--- src/rtl/boot_sequencer.sv ---
// Boot sequencer: holds the core in reset, selects the ROM program, then
// watches the imem bus and ROM flags to declare boot done or failed.
module boot_sequencer #(
    parameter logic [31:0] BOOTLOADER_BASE_ADDR = 32'h0000_0000,
    parameter logic [31:0] BOOTLOADER_BYTES     = 32'd188,
    parameter int unsigned RESET_HOLD_CYCLES    = 16,
    parameter int unsigned BOOT_TIMEOUT_CYCLES  = 20000,
    parameter int unsigned CNT_WIDTH            = 16
) (
    input  logic                 clk_i,
    input  logic                 rst_i,
    input  logic                 boot_mode_i,
    input  logic                 soft_reboot_i,
    input  logic                 imem_req_i,
    input  logic                 imem_gnt_i,
    input  logic [31:0]          imem_addr_i,
    input  logic                 illegal_access_i,
    input  logic                 illegal_write_i,
    output logic                 core_rst_no,
    output logic                 core_fetch_en_o,
    output logic                 copy_flash_o,
    output logic                 boot_done_o,
    output logic                 boot_error_o,
    output logic [1:0]           err_code_o,
    output logic [CNT_WIDTH-1:0] boot_cycles_o
);

    typedef enum logic [1:0] {
        S_HOLD,
        S_RUN_BOOT,
        S_DONE,
        S_ERROR
    } state_e;

    localparam logic [1:0] ERR_NONE    = 2'b00;
    localparam logic [1:0] ERR_ACCESS  = 2'b01;
    localparam logic [1:0] ERR_WRITE   = 2'b10;
    localparam logic [1:0] ERR_TIMEOUT = 2'b11;

    localparam logic [CNT_WIDTH-1:0] CNT_ONE   = CNT_WIDTH'(1);
    localparam logic [CNT_WIDTH-1:0] HOLD_LAST = CNT_WIDTH'(RESET_HOLD_CYCLES - 1);
    localparam logic [31:0]          BOOT_LAST = 32'(BOOT_TIMEOUT_CYCLES - 1);

    state_e               state;
    logic [CNT_WIDTH-1:0] hold_cnt;
    logic [31:0]          addr_off;
    logic                 exit_fetch;
    logic [CNT_WIDTH-1:0] cnt_nxt;
    logic                 timeout;
    logic                 err_hit;
    logic [1:0]           err_sel;

    // Modulo subtraction makes addresses below the base land outside the window.
    assign addr_off   = imem_addr_i - BOOTLOADER_BASE_ADDR;
    assign exit_fetch = imem_req_i & imem_gnt_i & (addr_off >= BOOTLOADER_BYTES);
    assign cnt_nxt    = (&boot_cycles_o) ? boot_cycles_o : boot_cycles_o + CNT_ONE;
    assign timeout    = (32'(cnt_nxt) >= BOOT_LAST);

    always_comb begin
        err_hit = 1'b0;
        err_sel = ERR_NONE;
        if (illegal_write_i) begin
            err_hit = 1'b1;
            err_sel = ERR_WRITE;
        end else if (illegal_access_i) begin
            err_hit = 1'b1;
            err_sel = ERR_ACCESS;
        end else if (!exit_fetch && timeout) begin
            err_hit = 1'b1;
            err_sel = ERR_TIMEOUT;
        end
    end

    always_ff @(posedge clk_i) begin
        if (rst_i) begin
            state           <= S_HOLD;
            hold_cnt        <= '0;
            core_rst_no     <= 1'b0;
            core_fetch_en_o <= 1'b0;
            copy_flash_o    <= 1'b0;
            boot_done_o     <= 1'b0;
            boot_error_o    <= 1'b0;
            err_code_o      <= ERR_NONE;
            boot_cycles_o   <= '0;
        end else if (soft_reboot_i) begin
            state           <= S_HOLD;
            hold_cnt        <= '0;
            core_rst_no     <= 1'b0;
            core_fetch_en_o <= 1'b0;
            boot_done_o     <= 1'b0;
        end else begin
            unique case (state)
                S_HOLD: begin
                    core_rst_no     <= 1'b0;
                    core_fetch_en_o <= 1'b0;
                    if (hold_cnt == HOLD_LAST) begin
                        state           <= S_RUN_BOOT;
                        hold_cnt        <= '0;
                        copy_flash_o    <= boot_mode_i;
                        err_code_o      <= ERR_NONE;
                        boot_cycles_o   <= '0;
                        boot_error_o    <= 1'b0;
                        core_rst_no     <= 1'b1;
                        core_fetch_en_o <= 1'b1;
                    end else begin
                        hold_cnt <= hold_cnt + CNT_ONE;
                    end
                end
                S_RUN_BOOT: begin
                    boot_cycles_o <= cnt_nxt;
                    if (err_hit) begin
                        state           <= S_ERROR;
                        err_code_o      <= err_sel;
                        boot_error_o    <= 1'b1;
                        core_rst_no     <= 1'b0;
                        core_fetch_en_o <= 1'b0;
                    end else if (exit_fetch) begin
                        state       <= S_DONE;
                        boot_done_o <= 1'b1;
                    end
                end
                S_DONE: begin
                    state <= S_DONE;
                end
                S_ERROR: begin
                    state <= S_ERROR;
                end
                default: begin
                    state <= S_HOLD;
                end
            endcase
        end
    end

endmodule
--- config.mk ---
export PLATFORM = sky130hd
export DESIGN_NAME = boot_sequencer
export DESIGN_NICKNAME = d
export VERILOG_FILES = /design/src/rtl/boot_sequencer.sv
export SDC_FILE = /design/constraint.sdc
export NUM_CORES = 1
export LEC_CHECK = 0
export BUFFER_PORTS_ARGS = -buffer_cell sky130_fd_sc_hd__buf_2
export CAP_MARGIN = 10
export CORE_ASPECT_RATIO = 0.9
export CORE_MARGIN = 5
export CORE_UTILIZATION = 45
export DETAILED_ROUTE_END_ITERATION = 8
export GPL_TIMING_DRIVEN = 0
export PLACE_DENSITY = 0.7
export SETUP_SLACK_MARGIN = 0.4
export SYNTH_ARGS = -nofsm -noshare
export SYNTH_HDL_FRONTEND = slang
export SYNTH_SLANG_ARGS = --single-unit
--- constraint.sdc ---
create_clock -name clk_i -period 4.5 [get_ports clk_i]
set_clock_uncertainty 0.1 [all_clocks]
set_input_delay 0.675 -clock clk_i [delete_from_list [all_inputs] [get_ports clk_i]]
set_output_delay 0.675 -clock clk_i [all_outputs]
set_load 0.02 [all_outputs]
==> Yosys cells after proc, flatten, opt, wreduce, memory -nomap -nowiden <==
Cells that the tools add are included.
{ "word_totals": {"ff_bits": 40, "out_inout_bits": 23, "in_bits": 40, "word_cells": 58} }
{ "classes": {"n_eq_ne": 7, "mux": 23, "magnitude_cmp": 2, "add_sub_neg": 2, "bitwise_logic": 4, "reduce_logical": 12} }
{ "ops": {"columns": ["operator", "count"], "rows": [
  ["$mux W16", 3],
  ["$add A16 B1 Y16 const B", 2],
  ["$ge A32 B8 Y1 const B", 1],
  ["$pmux W16 S2", 1],
  ["$eq A16 B4 Y1 const B", 1],
  ["$ge A16 B15 Y1 const B", 1],
  ["$mux W2", 8],
  ["$reduce_and A16 Y1", 1],
  ["$reduce_and A3 Y1", 3],
  ["$pmux W2 S4", 1],
  ["$mux W1", 7],
  ["$eq A2 B2 Y1 const B", 2],
  ["$ne A2 B2 Y1 const B", 2],
  ["$pmux W1 S2", 2],
  ["$pmux W2 S2", 1],
  ["$reduce_and A2 Y1", 2],
  ["$reduce_and A4 Y1", 1],
  ["$ne A3 B3 Y1 const B", 1],
  ["$and A1 B1 Y1", 2],
  ["$eq A2 B1 Y1 const B", 1],
  ["$logic_not A2 Y1", 1],
  ["$not A1 Y1", 2],
  ["$reduce_bool A2 Y1", 1],
  ["$reduce_or A2 Y1", 1],
  ["other kinds (2)", 2]
]} }

==> Logic depth before layout (Yosys ltp) <==
Gate-level depths: netlist (run 1).
{ "depth": {"word_depth": 9, "mapped_depth": 10, "depth_no_buf": 9} }

==> Worst setup path after synthesis (run 1) <==
No wires, ideal clock.
{ "synth_path": {"path_kind": "reg2reg", "startpoint": "reg boot_cycles_o[0]", "endpoint": "reg err_code_o[1]", "stages_incl_launch_ff": 10, "n_path_buf": 1, "period_less_slack_ps": 2744, "setup_ps": 122, "path_slack_ps": 1756, "arrival_ps": 2522, "required_time_ps": 4278, "cell_sequence": "dfxtp_1 -> ha_1 -> buf_2 -> nand3_1 -> or3_1 -> and4_1 -> a211o_2 -> nor4_1 -> a21oi_2 -> a311o_1"} }
{ "synth_between": {"elab_chain_cells": 9, "elab_cells_between_ends": 15, "classes_between": "add/sub (1); order compare (1); eq/ne (1); mux (9); reduce/logical (3)"} }
{ "synth_rtl": {"columns": ["element", "line", "rtl"], "rows": [
  ["from (decl)", "25", "output logic [CNT_WIDTH-1:0] boot_cycles_o"],
  ["from (signal assigned)", "110", "boot_cycles_o <= cnt_nxt;"],
  ["$add A16 B1 Y16 or $reduce_and A16 Y1 (tied branches)", "56", "assign cnt_nxt = (&boot_cycles_o) ? boot_cycles_o : boot_cycles_o + CNT_ONE;"],
  ["$mux W16 (*)", "56", null],
  ["$ge A16 B15 Y1 (*)", "57", "assign timeout = (32'(cnt_nxt) >= BOOT_LAST);"],
  ["$logic_and A1 B1 Y1 (*)", "68", "end else if (!exit_fetch && timeout) begin"],
  ["$mux W1 or $mux W2 (tied branches)", "68", null],
  ["$mux W1 or $mux W2 (tied branches)", "65", "end else if (illegal_access_i) begin"],
  ["$mux W1 or $mux W2 (tied branches)", "62", "if (illegal_write_i) begin"],
  ["$ne A2 B2 Y1 (no line) or $mux W2 (tied branches)", null, null],
  ["$reduce_and A4 Y1 (no line) or $pmux W2 S2 (tied branches)", null, null],
  ["to (signal assigned)", "113", "err_code_o <= err_sel;"],
  ["to (decl)", "24", "output logic [1:0] err_code_o,"]
]} }
Every way passes the cells marked *; elsewhere a longest branch is shown, timed or not. The select of a mux whose other input is x is not followed.
A chain may end at the register's enable or synchronous reset.

==> Worst setup path in the final report (run 1) <==
{ "layout_path": {"startpoint": "reg boot_cycles_o[0]", "endpoint": "reg state[1]"} }
{ "layout_between": {"elab_chain_cells": 9, "elab_cells_between_ends": 12, "classes_between": "add/sub (1); order compare (1); eq/ne (1); mux (6); reduce/logical (3)"} }
{ "layout_rtl": {"columns": ["element", "line", "rtl"], "rows": [
  ["$add A16 B1 Y16 or $reduce_and A16 Y1 (tied branches)", "56", null],
  ["$mux W16 (*)", "56", null],
  ["$ge A16 B15 Y1 (*)", "57", null],
  ["$logic_and A1 B1 Y1 (*)", "68", null],
  ["$mux W1 (*)", "68", null],
  ["$mux W1 (*)", "65", null],
  ["$mux W1 (*)", "62", null],
  ["$mux W2 or $ne A3 B3 Y1 (tied branches)", null, null],
  ["$pmux W2 S4 or $reduce_and A2 Y1 (tied branches)", null, null],
  ["to (signal assigned)", "97", "state <= S_RUN_BOOT;"],
  ["to (signal assigned)", "112", "state <= S_ERROR;"],
  ["to (signal assigned)", "118", "state <= S_DONE;"],
  ["to (decl)", "44", "state_e state;"]
]} }
Every way passes the cells marked *; elsewhere a longest branch is shown, timed or not.

==> results of run 1 <==
[sequential cells by signal (all words and copies together), names as in the netlist]
signal,cells
boot_cycles_o,16
hold_cnt,16
err_code_o,2
state,2
boot_done_o,1
boot_error_o,1
copy_flash_o,1
core_fetch_en_o,1
[power groups by stage]
stage	logic (mW)	clock network (mW)	registers, mW
final	0.0329	0.253	0.355
after global routing	0.0368	0.276	0.355
after CTS	0.0330	0.260	0.355
after detailed placement	0.0326	0	0.364
after global placement	0.0324	0	0.364
after floorplan	0.0127	0	0.363
[layout make-up]
type / count / area, um^2
buffer: 18 / 114
inverter: 5 / 18.8
timing repair buffer: 59 / 295
clock inverter: 1 / 7.51
clock buffer: 7 / 86.3
tap: 67 / 83.8
multi-input combinational: 255 / 1490
fill: 532 / 2360
sequential: 40 / 801
[routing by layer]
| metal | vias to the layer above | wire length (um) |
|---|---|---|
| met1 | 1138 | 3130 |
| met5 | - | 0 |
| met2 | 60 | 2920 |
| li1 | 1292 | - |
| met3 | 5 | 343 |
| met4 | 0 | 46 |
[critical path, delay by kind of cell (launching register included)]
kind,cells,cell delay [ns]
fa+ha+maj,1,0.18
compound gates,5,1.02
simple gates,2,0.74
buf+inv,2,0.32
flops,1,0.47
[cell usage in the layout (no fill, tap or decap), types with 3 or more instances in the layout]
cell and count:
or3_1 3, o211ai_1 3, o21a_1 4, nor3_1 19, nor4_1 11, nand4_1 4
a21oi_1 18, xor2_1 11, xnor2_1 3, nand2_1 28, nor2_1 41, clkbuf_1 9
dfxtp_1 40, a31oi_1 6, o22ai_1 3, buf_2 61, buf_4 4, nand3_1 14
a22oi_1 3, and2_1 7, and3_1 10, o21ai_0 30, clkbuf_8 8, inv_1 5
[worst max path at each step]
stage | from | end | slack, ns | cells after the start
after floorplan | boot_cycles_o[0]$_SDFFE_PP0P_ | err_code_o[1]$_SDFFE_PP0P_ | 1.76 | 9
after global placement | boot_cycles_o[0]$_SDFFE_PP0P_ | state[1]$_SDFFE_PP0P_ | 1.61 | 10
after detailed placement | boot_cycles_o[0]$_SDFFE_PP0P_ | state[1]$_SDFFE_PP0P_ | 1.61 | 10
after CTS | boot_cycles_o[0]$_SDFFE_PP0P_ | state[1]$_SDFFE_PP0P_ | 1.59 | 10
after global routing | boot_cycles_o[0]$_SDFFE_PP0P_ | err_code_o[0]$_SDFFE_PP0P_ | 1.36 | 10
final | boot_cycles_o[0]$_SDFFE_PP0P_ | state[1]$_SDFFE_PP0P_ | 1.55 | 10
[through the flow]
stage / instance area (um^2) / util [%]
2_1_floorplan: 2430 / -
3_3_place_gp: 2810 / 53.4
3_5_place_dp: 2810 / 53.4
4_1_cts: 2900 / 55.2
5_1_grt: 2900 / 55.2
6_report: 2900 / 55.2
[kinds of logic after synthesis]
group	Yosys count	synth area share (%)
simple gates	156	34.1
compound gates	81	20.3
flops	40	33.0
buf+inv	23	5.47
xor+xnor	14	5.05
mux	2	1.03
fa+ha+maj	2	1.03
==> flow_summary.json, run 1 <==
{
  "post-route-worst-setup-slack_ns": 1.55,
  "setup_viol": 0,
  "cts-resized-gates": 0,
  "ys_seq_area_share_pct": 33.0,
  "drt-vias-per-instance": 5.52,
  "use_met3_pct": 3.72,
  "yosysTopAreaCellShare_pct": 33.0,
  "syn-cell-area_mm2": 0.00243,
  "root_buffer": "clkbuf_8",
  "power.internal_mw": 0.495,
  "seqPwrFrac_pct": 55.4,
  "grt_pass1_vias": 2318,
  "power.switching_mw": 0.147,
  "sw_frac_of_total_pct": 22.9,
  "holdPathStages": 2,
  "post_drt_wl_per_cell_um": 14.2,
  "grtUsageMet2_pct": 30.6,
  "synth_edf_count": 0,
  "route.detailed.drc": 0,
  "vdd_drop_max_mv": 0.136,
  "required_ns": 4.59,
  "syn_inst": 318,
  "hold_start": "boot_error_o$_SDFFE_PP0P_",
  "rsz0062_at_grt": "false",
  "htreeDepth": 2,
  "synth_area_leaders": "dfxtp_1 33%, nor2_1 6.3%, o21ai_0 6.2%",
  "dr.first_iter.drc_count": 156,
  "ys_ff_latch": 40,
  "reg2reg_slack_ns": 1.55,
  "yosysWarnings": 0,
  "top_usage_layer": "met2",
  "hpwl_mm": 4.86,
  "powerDensity_mw_per_mm2": 221,
  "drive_gt1_share_pct": 23.1,
  "p_comb_share_pct": 5.1,
  "area_growth_pct": 19.5,
  "clk-insertion-delay-late_ns": 0.29,
  "cpPeakStageDelay_ns": 0.58,
  "holdPathEnd": "boot_error_o$_SDFFE_PP0P_",
  "ys.flop_type": "dfxtp_1",
  "pwr-share-clk_pct": 39.5,
  "r2r_end": "state[1]$_SDFFE_PP0P_",
  "netlist_top_cells_count": "41 x nor2_1, 40 x dfxtp_1, 30 x o21ai_0, 28 x nand2_1, 19 x nor3_1",
  "path_clk_slew_ns": 0.08,
  "crit_arrival_ns": 3.03,
  "finalNetCount": 426,
  "yosysMostFrequentCell": "nor2_1",
  "post_cts_buffers": 0,
  "criticalPathCategory": "flip-flop to flip-flop",
  "crit_slowest_cell": "or4_4",
  "synth_area_per_cell_um2": 7.63,
  "maxSlewViolCount": 0,
  "synth_nets": 360,
  "io_pins": 63,
  "synthArstFlopShare_pct": 0,
  "finalCriticalPeriod_ns": 2.95,
  "globalRouteTotalUtil_pct": 19.1,
  "port_buffers": 59,
  "critPathMaxFanout": 10,
  "drt_first_pass_iters": 4,
  "cp-start-kind": "flip-flop",
  "fin_setup_tns_ns": 0,
  "r2r_cells": 10,
  "ant_nets": 0,
  "crit_chain": "ha_1 > buf_2 > inv_1 > or4_4 > o21a_1 > o22ai_1 > a211oi_1 > a21oi_2 > nand2_1 > o31a_1",
  "synth_top_area_cell": "dfxtp_1",
  "preCtsSetupSlack_ns": 1.61,
  "cts.sinks": 40,
  "die_x_um": 87.4,
  "cts_buffers": 5,
  "hold_viol_final": 0,
  "p_leak_nw": 1.16,
  "ys_types": 54,
  "hold_slack_ns": 0.361,
  "dieArea_mm2": 0.00696,
  "period_share_pct": 65.5,
  "gr-total-overflow": 0,
  "placed_cells": 444,
  "core_mm2": 0.00526,
  "cts_hold_buf": 0,
  "max-cap-violations": 0,
  "gp_congestion": 0.875,
  "rows": 25,
  "diodes": 0,
  "grt_max_degree": 13,
  "fin_total_pwr_mw": 0.641,
  "cts_tree": "built",
  "instances_no_fill": 452,
  "antenna_found_initial": 0,
  "status": "complete, no violations",
  "endpoint_kind": "flip-flop",
  "min_path_type": "flip-flop to flip-flop",
  "start_util_pct": 46.2,
  "relSlewSlack_pct": 55.8,
  "fmax_ghz": 0.339,
  "die_h_um": 79.7,
  "worst_pin_slew_ns": 0.659,
  "wirelength_mm": 6.44,
  "use_met1_pct": 26.4,
  "reg2reg_from": "boot_cycles_o[0]$_SDFFE_PP0P_",
  "grt_pass1_wl_mm": 10.8,
  "cts.path.max_buffers": 2,
  "via_count": 2495
}
No activity file was read; power rests on OpenSTA's default activity.
==> inputs of run 2 (changes only) <==
--- a/config.mk
+++ b/config.mk
@@ -12,7 +12,7 @@
 export CORE_UTILIZATION = 45
 export DETAILED_ROUTE_END_ITERATION = 8
 export GPL_TIMING_DRIVEN = 0
-export PLACE_DENSITY = 0.7
+export PLACE_DENSITY = 0.72
 export SETUP_SLACK_MARGIN = 0.4
 export SYNTH_ARGS = -nofsm -noshare
 export SYNTH_HDL_FRONTEND = slang
==> constraint.sdc (replaced) <==
create_clock -name clk_i -period 2.5 [get_ports clk_i]
set_clock_uncertainty 0.1 [all_clocks]
set_input_delay 0.375 -clock clk_i [delete_from_list [all_inputs] [get_ports clk_i]]
set_output_delay 0.375 -clock clk_i [all_outputs]
set_load 0.02 [all_outputs]
==> run 2 against run 1 <==
Net effect: first-iteration DRC count is 53% higher; worst setup slack worse by 1.5 ns; final cell count is 5.5% higher; design area is 14% higher; via count is 12% higher; global-route usage is 1.6 points higher; highest routed layer unchanged; sequential power is 78% higher; combinational power is 90% higher.
==> flow_summary.json, run 2 (synthesized netlist as in run 1, its figures left out) <==
{
  "setup_viol": 0,
  "p_leak_nw": 1.34,
  "endpoint_kind": "flip-flop",
  "fin_total_pwr_mw": 1.15,
  "die_x_um": 87.4,
  "cts_tree": "built",
  "wirelength_mm": 7.51,
  "r2r_cells": 8,
  "reg2reg_slack_ns": 0.01,
  "cts.sinks": 40,
  "final_common_cell": "buf_2",
  "hold_start": "boot_mode_i",
  "gr-total-overflow": 0,
  "finalNetCount": 451,
  "criticalPathCategory": "flip-flop to flip-flop",
  "drt-vias-per-instance": 5.88,
  "required_ns": 2.60,
  "area_growth_pct": 36.7,
  "cts.path.max_buffers": 2,
  "grt_pass1_wl_mm": 11.7,
  "relSlewSlack_pct": 55.7,
  "period_share_pct": 99.6,
  "cpPeakStageDelay_ns": 0.44,
  "drive_gt1_share_pct": 38.5,
  "io_pins": 63,
  "mostFrequentLayoutCells": "61 x buf_2, 39 x nor2_1, 27 x o21ai_0",
  "placed_area_mm2": 0.00290,
  "ant_nets": 0,
  "fmax_ghz": 0.402,
  "rsz0062_at_grt": "true",
  "crit_slowest_cell": "or3_1",
  "core_mm2": 0.00526,
  "dieArea_mm2": 0.00696,
  "max-cap-violations": 0,
  "grt_max_degree": 15,
  "hold_viol_final": 0,
  "grt_pass1_vias": 2478,
  "preCtsSetupSlack_ns": -0.0640,
  "powerDensity_mw_per_mm2": 348,
  "stdcell_area_mm2": 0.00332,
  "path_clk_slew_ns": 0.10,
  "dr.first_iter.drc_count": 239,
  "route.detailed.drc": 0,
  "rows": 25,
  "htreeDepth": 2,
  "via_count": 2805,
  "port_buffers": 59,
  "worst_pin_slew_ns": 0.659,
  "post-route-worst-setup-slack_ns": 0.0107,
  "status": "complete, no violations",
  "root_buffer": "clkbuf_8",
  "clk-insertion-delay-late_ns": 0.30,
  "critPathMaxFanout": 10,
  "vdd_drop_max_mv": 0.288,
  "holdPathEnd": "copy_flash_o$_SDFFE_PP0P_",
  "crit_chain": "clkbuf_8 > nand4_1 > or3_1 > and4_4 > a211o_4 > nor4_4 > a21oi_4 > a311o_1",
  "hpwl_mm": 5.01,
  "finalCriticalPeriod_ns": 2.49,
  "post_drt_wl_per_cell_um": 15.7,
  "gp_congestion": 0.862,
  "hold_slack_ns": 0.202,
  "reg_top3": "boot_cycles_o x16, hold_cnt x16",
  "globalRouteTotalUtil_pct": 20.7,
  "r2r_end": "err_code_o[1]$_SDFFE_PP0P_",
  "cts_hold_buf": 0,
  "start_util_pct": 46.2,
  "crit_arrival_ns": 2.59,
  "reg2reg_from": "boot_cycles_o[13]$_SDFFE_PP0P_",
  "drt_first_pass_iters": 5,
  "holdPathStages": 3,
  "min_path_type": "primary input to flip-flop",
  "diodes": 0,
  "die_h_um": 79.7,
  "cts_buffers": 5,
  "antenna_found_initial": 0,
  "maxSlewViolCount": 0,
  "cp-start-kind": "flip-flop"
}
[run 2: what timing repair did]
item,in CTS,in global routing
setup buffers,12,13
pin swaps,14,10
resized for setup,15,28
endpoints found under the setup margin,27,30
[run 2: layer usage]
layer,up-vias,global-route usage (%),share of wire [%]
li1,1346,-,-
met1,1300,28.0,43
met2,145,32.8,46
met3,14,4.23,10
met4,0,6.75,1.5
met5,-,0,0
[run 2: how the worst max path moves through the flow]
| stage | end | from |
|---|---|---|
| 2_1_floorplan | state[1]$_SDFFE_PP0P_ | boot_cycles_o[12]$_SDFFE_PP0P_ |
| 3_3_place_gp | state[1]$_SDFFE_PP0P_ | boot_cycles_o[12]$_SDFFE_PP0P_ |
| 3_5_place_dp | state[1]$_SDFFE_PP0P_ | boot_cycles_o[12]$_SDFFE_PP0P_ |
| 4_1_cts | state[1]$_SDFFE_PP0P_ | boot_cycles_o[7]$_SDFFE_PP0P_ |
| 5_1_grt | err_code_o[1]$_SDFFE_PP0P_ | boot_cycles_o[13]$_SDFFE_PP0P_ |
| 6_report | err_code_o[1]$_SDFFE_PP0P_ | boot_cycles_o[13]$_SDFFE_PP0P_ |
[run 2: worst max-delay path, delay by kind of cell, from the launching register on]
| kind | cells | cell delay, ns |
|---|---|---|
| DFF | 1 | 0.34 |
| and+or+nand+nor | 4 | 1.01 |
| AOI/OAI and AO/OA | 3 | 0.78 |
| buffers and inverters | 1 | 0.15 |
[run 2: cell type report]
| type | instances | area (um^2) |
|---|---|---|
| inverter | 5 | 18.8 |
| tap | 67 | 83.8 |
| timing repair buffer | 84 | 490 |
| buffer | 18 | 149 |
| multi-input combinational | 255 | 1650 |
| clock buffer | 5 | 68.8 |
| fill | 465 | 1940 |
| clock inverter | 3 | 20.0 |
| sequential | 40 | 838 |
[run 2: through the flow]
stage          std cells  util [%]  TNS (ns)
2_1_floorplan        318         -         0
3_3_place_gp         444      55.1   -0.0583
3_5_place_dp         444      55.1    -0.105
4_1_cts              464      59.5  -0.00937
5_1_grt              477      63.1    -0.424
6_report             477      63.1         0
[run 2: power breakdown]
part / switching [mW] / internal, mW / leakage [nW] / total (mW)
clock: 0.259 / 0.199 / 0.0489 / 0.458
sequential: 0.00149 / 0.630 / 0.333 / 0.632
combinational: 0.0328 / 0.0299 / 0.954 / 0.0626
total: 0.293 / 0.860 / 1.34 / 1.15
==> inputs of run 3 (changes only) <==
--- a/config.mk
+++ b/config.mk
@@ -9,10 +9,10 @@
 export CAP_MARGIN = 10
 export CORE_ASPECT_RATIO = 0.9
 export CORE_MARGIN = 5
-export CORE_UTILIZATION = 45
+export CORE_UTILIZATION = 48
 export DETAILED_ROUTE_END_ITERATION = 8
 export GPL_TIMING_DRIVEN = 0
-export PLACE_DENSITY = 0.72
+export PLACE_DENSITY = 0.76
 export SETUP_SLACK_MARGIN = 0.4
 export SYNTH_ARGS = -nofsm -noshare
 export SYNTH_HDL_FRONTEND = slang
==> run 3 against run 2 <==
Net effect: the flow now finishes with violations (negative setup slack); non-clock buffer count shrank 6; register-to-register slack lost 0.06 ns; hold slack better by 0.014 ns; sequential power decreased by 0.8%; fmax down 2.2%; critical path depth is the same; clock power fell by 6.1%.
==> flow_summary.json, run 3 (synthesized netlist as in run 1, its figures left out) <==
{
  "grt_pass1_wl_mm": 11.6,
  "antenna_found_initial": 0,
  "critPathMaxFanout": 6,
  "r2r_end": "state[1]$_SDFFE_PP0P_",
  "dr.first_iter.drc_count": 348,
  "grt_max_degree": 14,
  "utilization_pct": 67.8,
  "drt-vias-per-instance": 5.99,
  "post_drt_wl_per_cell_um": 16.0,
  "status": "finished with violations",
  "r2r_cells": 8,
  "period_share_pct": 102,
  "hold_slack_ns": 0.216,
  "wirelength_mm": 7.49,
  "criticalPathCategory": "flip-flop to flip-flop",
  "clk-insertion-delay-late_ns": 0.29,
  "finalNetCount": 445,
  "reg2reg_slack_ns": -0.05,
  "cts_tree": "built",
  "violations": "negative setup slack",
  "core_mm2": 0.00486,
  "maxSlewViolCount": 0,
  "holdPathEnd": "copy_flash_o$_SDFFE_PP0P_",
  "rsz0062_at_grt": "true",
  "placed_cells": 442,
  "post-route-worst-setup-slack_ns": -0.0454,
  "mostFrequentLayoutCells": "61 x buf_2, 39 x nor2_1, 28 x o21ai_0",
  "rows": 24,
  "hpwl_mm": 4.93,
  "preCtsSetupSlack_ns": -0.0445,
  "cts.sinks": 40,
  "worst_pin_slew_ns": 0.619,
  "route.detailed.drc": 0,
  "required_ns": 2.59,
  "via_count": 2810,
  "cts_buffers": 5,
  "area_growth_pct": 36.0,
  "finalCriticalPeriod_ns": 2.55,
  "holdPathStages": 3,
  "fmax_ghz": 0.393,
  "powerDensity_mw_per_mm2": 340,
  "max-cap-violations": 0,
  "drive_gt1_share_pct": 38.9,
  "reg_top3": "boot_cycles_o x16, hold_cnt x16",
  "cp-start-kind": "flip-flop",
  "port_buffers": 59,
  "ant_nets": 0,
  "root_buffer": "clkbuf_8",
  "gr-total-overflow": 0,
  "die_h_um": 77.4,
  "dieArea_mm2": 0.00658,
  "diodes": 0,
  "relSlewSlack_pct": 58.8,
  "path_clk_slew_ns": 0.08,
  "p_leak_nw": 1.32,
  "htreeDepth": 2,
  "endpoint_kind": "flip-flop",
  "globalRouteTotalUtil_pct": 21.1,
  "final_common_cell": "buf_2",
  "min_path_type": "primary input to flip-flop",
  "start_util_pct": 49.9,
  "gp_congestion": 0.892,
  "hold_viol_final": 0,
  "vdd_drop_max_mv": 0.320,
  "crit_arrival_ns": 2.64,
  "drt_first_pass_iters": 5,
  "grt_pass1_vias": 2543,
  "setup_viol": 3,
  "io_pins": 63,
  "fin_total_pwr_mw": 1.12,
  "die_x_um": 84.9,
  "hold_start": "boot_mode_i",
  "instances_no_fill": 469,
  "cts.path.max_buffers": 2,
  "reg2reg_from": "boot_cycles_o[10]$_SDFFE_PP0P_"
}
## run 3: power breakdown
group | internal (mW) | leakage (nW) | total (mW) | switching (mW)
Combinational | 0.0311 | 0.942 | 0.0641 | 0.0330
Sequential | 0.625 | 0.334 | 0.627 | 0.00147
Clock | 0.196 | 0.0455 | 0.430 | 0.234
Total | 0.852 | 1.32 | 1.12 | 0.268
## run 3: layout make-up
class / instances / area (um^2)
plain buffers: 18 / 145
clock buffers: 6 / 72.6
clock inverters: 2 / 11.3
fillers: 398 / 1570
inverters: 5 / 18.8
multi-input cells: 255 / 1670
flip-flops and latches: 40 / 852
well taps: 65 / 81.3
repair buffers: 78 / 445
## run 3: what timing repair did
item,in CTS,in global routing
setup endpoints to repair,27,29
gates resized for setup,9,45
hold buffers,0,0
pin swaps,9,10
cloned,0,0
setup buffers,9,10
## run 3: worst max path at each step
stage / from / to / slack, ns / cells after the start
final: boot_cycles_o[10]$_SDFFE_PP0P_ / state[1]$_SDFFE_PP0P_ / -0.05 / 8
after global routing: boot_cycles_o[2]$_SDFFE_PP0P_ / state[1]$_SDFFE_PP0P_ / -0.11 / 9
after CTS: boot_cycles_o[2]$_SDFFE_PP0P_ / state[1]$_SDFFE_PP0P_ / 0.006 / 9
after detailed placement: boot_cycles_o[0]$_SDFFE_PP0P_ / err_code_o[1]$_SDFFE_PP0P_ / -0.04 / 10
after global placement: boot_cycles_o[12]$_SDFFE_PP0P_ / state[1]$_SDFFE_PP0P_ / -0.03 / 9
after floorplan: boot_cycles_o[12]$_SDFFE_PP0P_ / state[1]$_SDFFE_PP0P_ / 0.08 / 9
## run 3: metal layers
| metal | part of all wire (%) | vias up | wire length, um | track usage (%) |
|---|---|---|---|---|
| met1 | 42 | 1295 | 3130 | 26.5 |
| met5 | 0 | - | 0 | 0 |
| met4 | 3.1 | 0 | 231 | 8.54 |
| met2 | 44 | 154 | 3320 | 34.2 |
| li1 | - | 1334 | - | - |
| met3 | 11 | 27 | 804 | 5.72 |
## run 3: critical path: stages (launching register included)
cell and delay (ns):
dfxtp_2 0.42, nand4_4 0.16, or4_4 0.53, mux2_4 0.34, nor3_2 0.22, o22ai_2 0.12, a21oi_4 0.22, nand2_2 0.10
o31a_1 0.24
## run 3: stage by stage
stage / cell area, um^2 / setup TNS [ns]
global placement: 2890 / -0.0387
detailed placement: 2890 / -0.121
floorplan: 2520 / 0
finish: 3300 / -0.111
CTS: 3070 / 0
global route: 3300 / -0.470
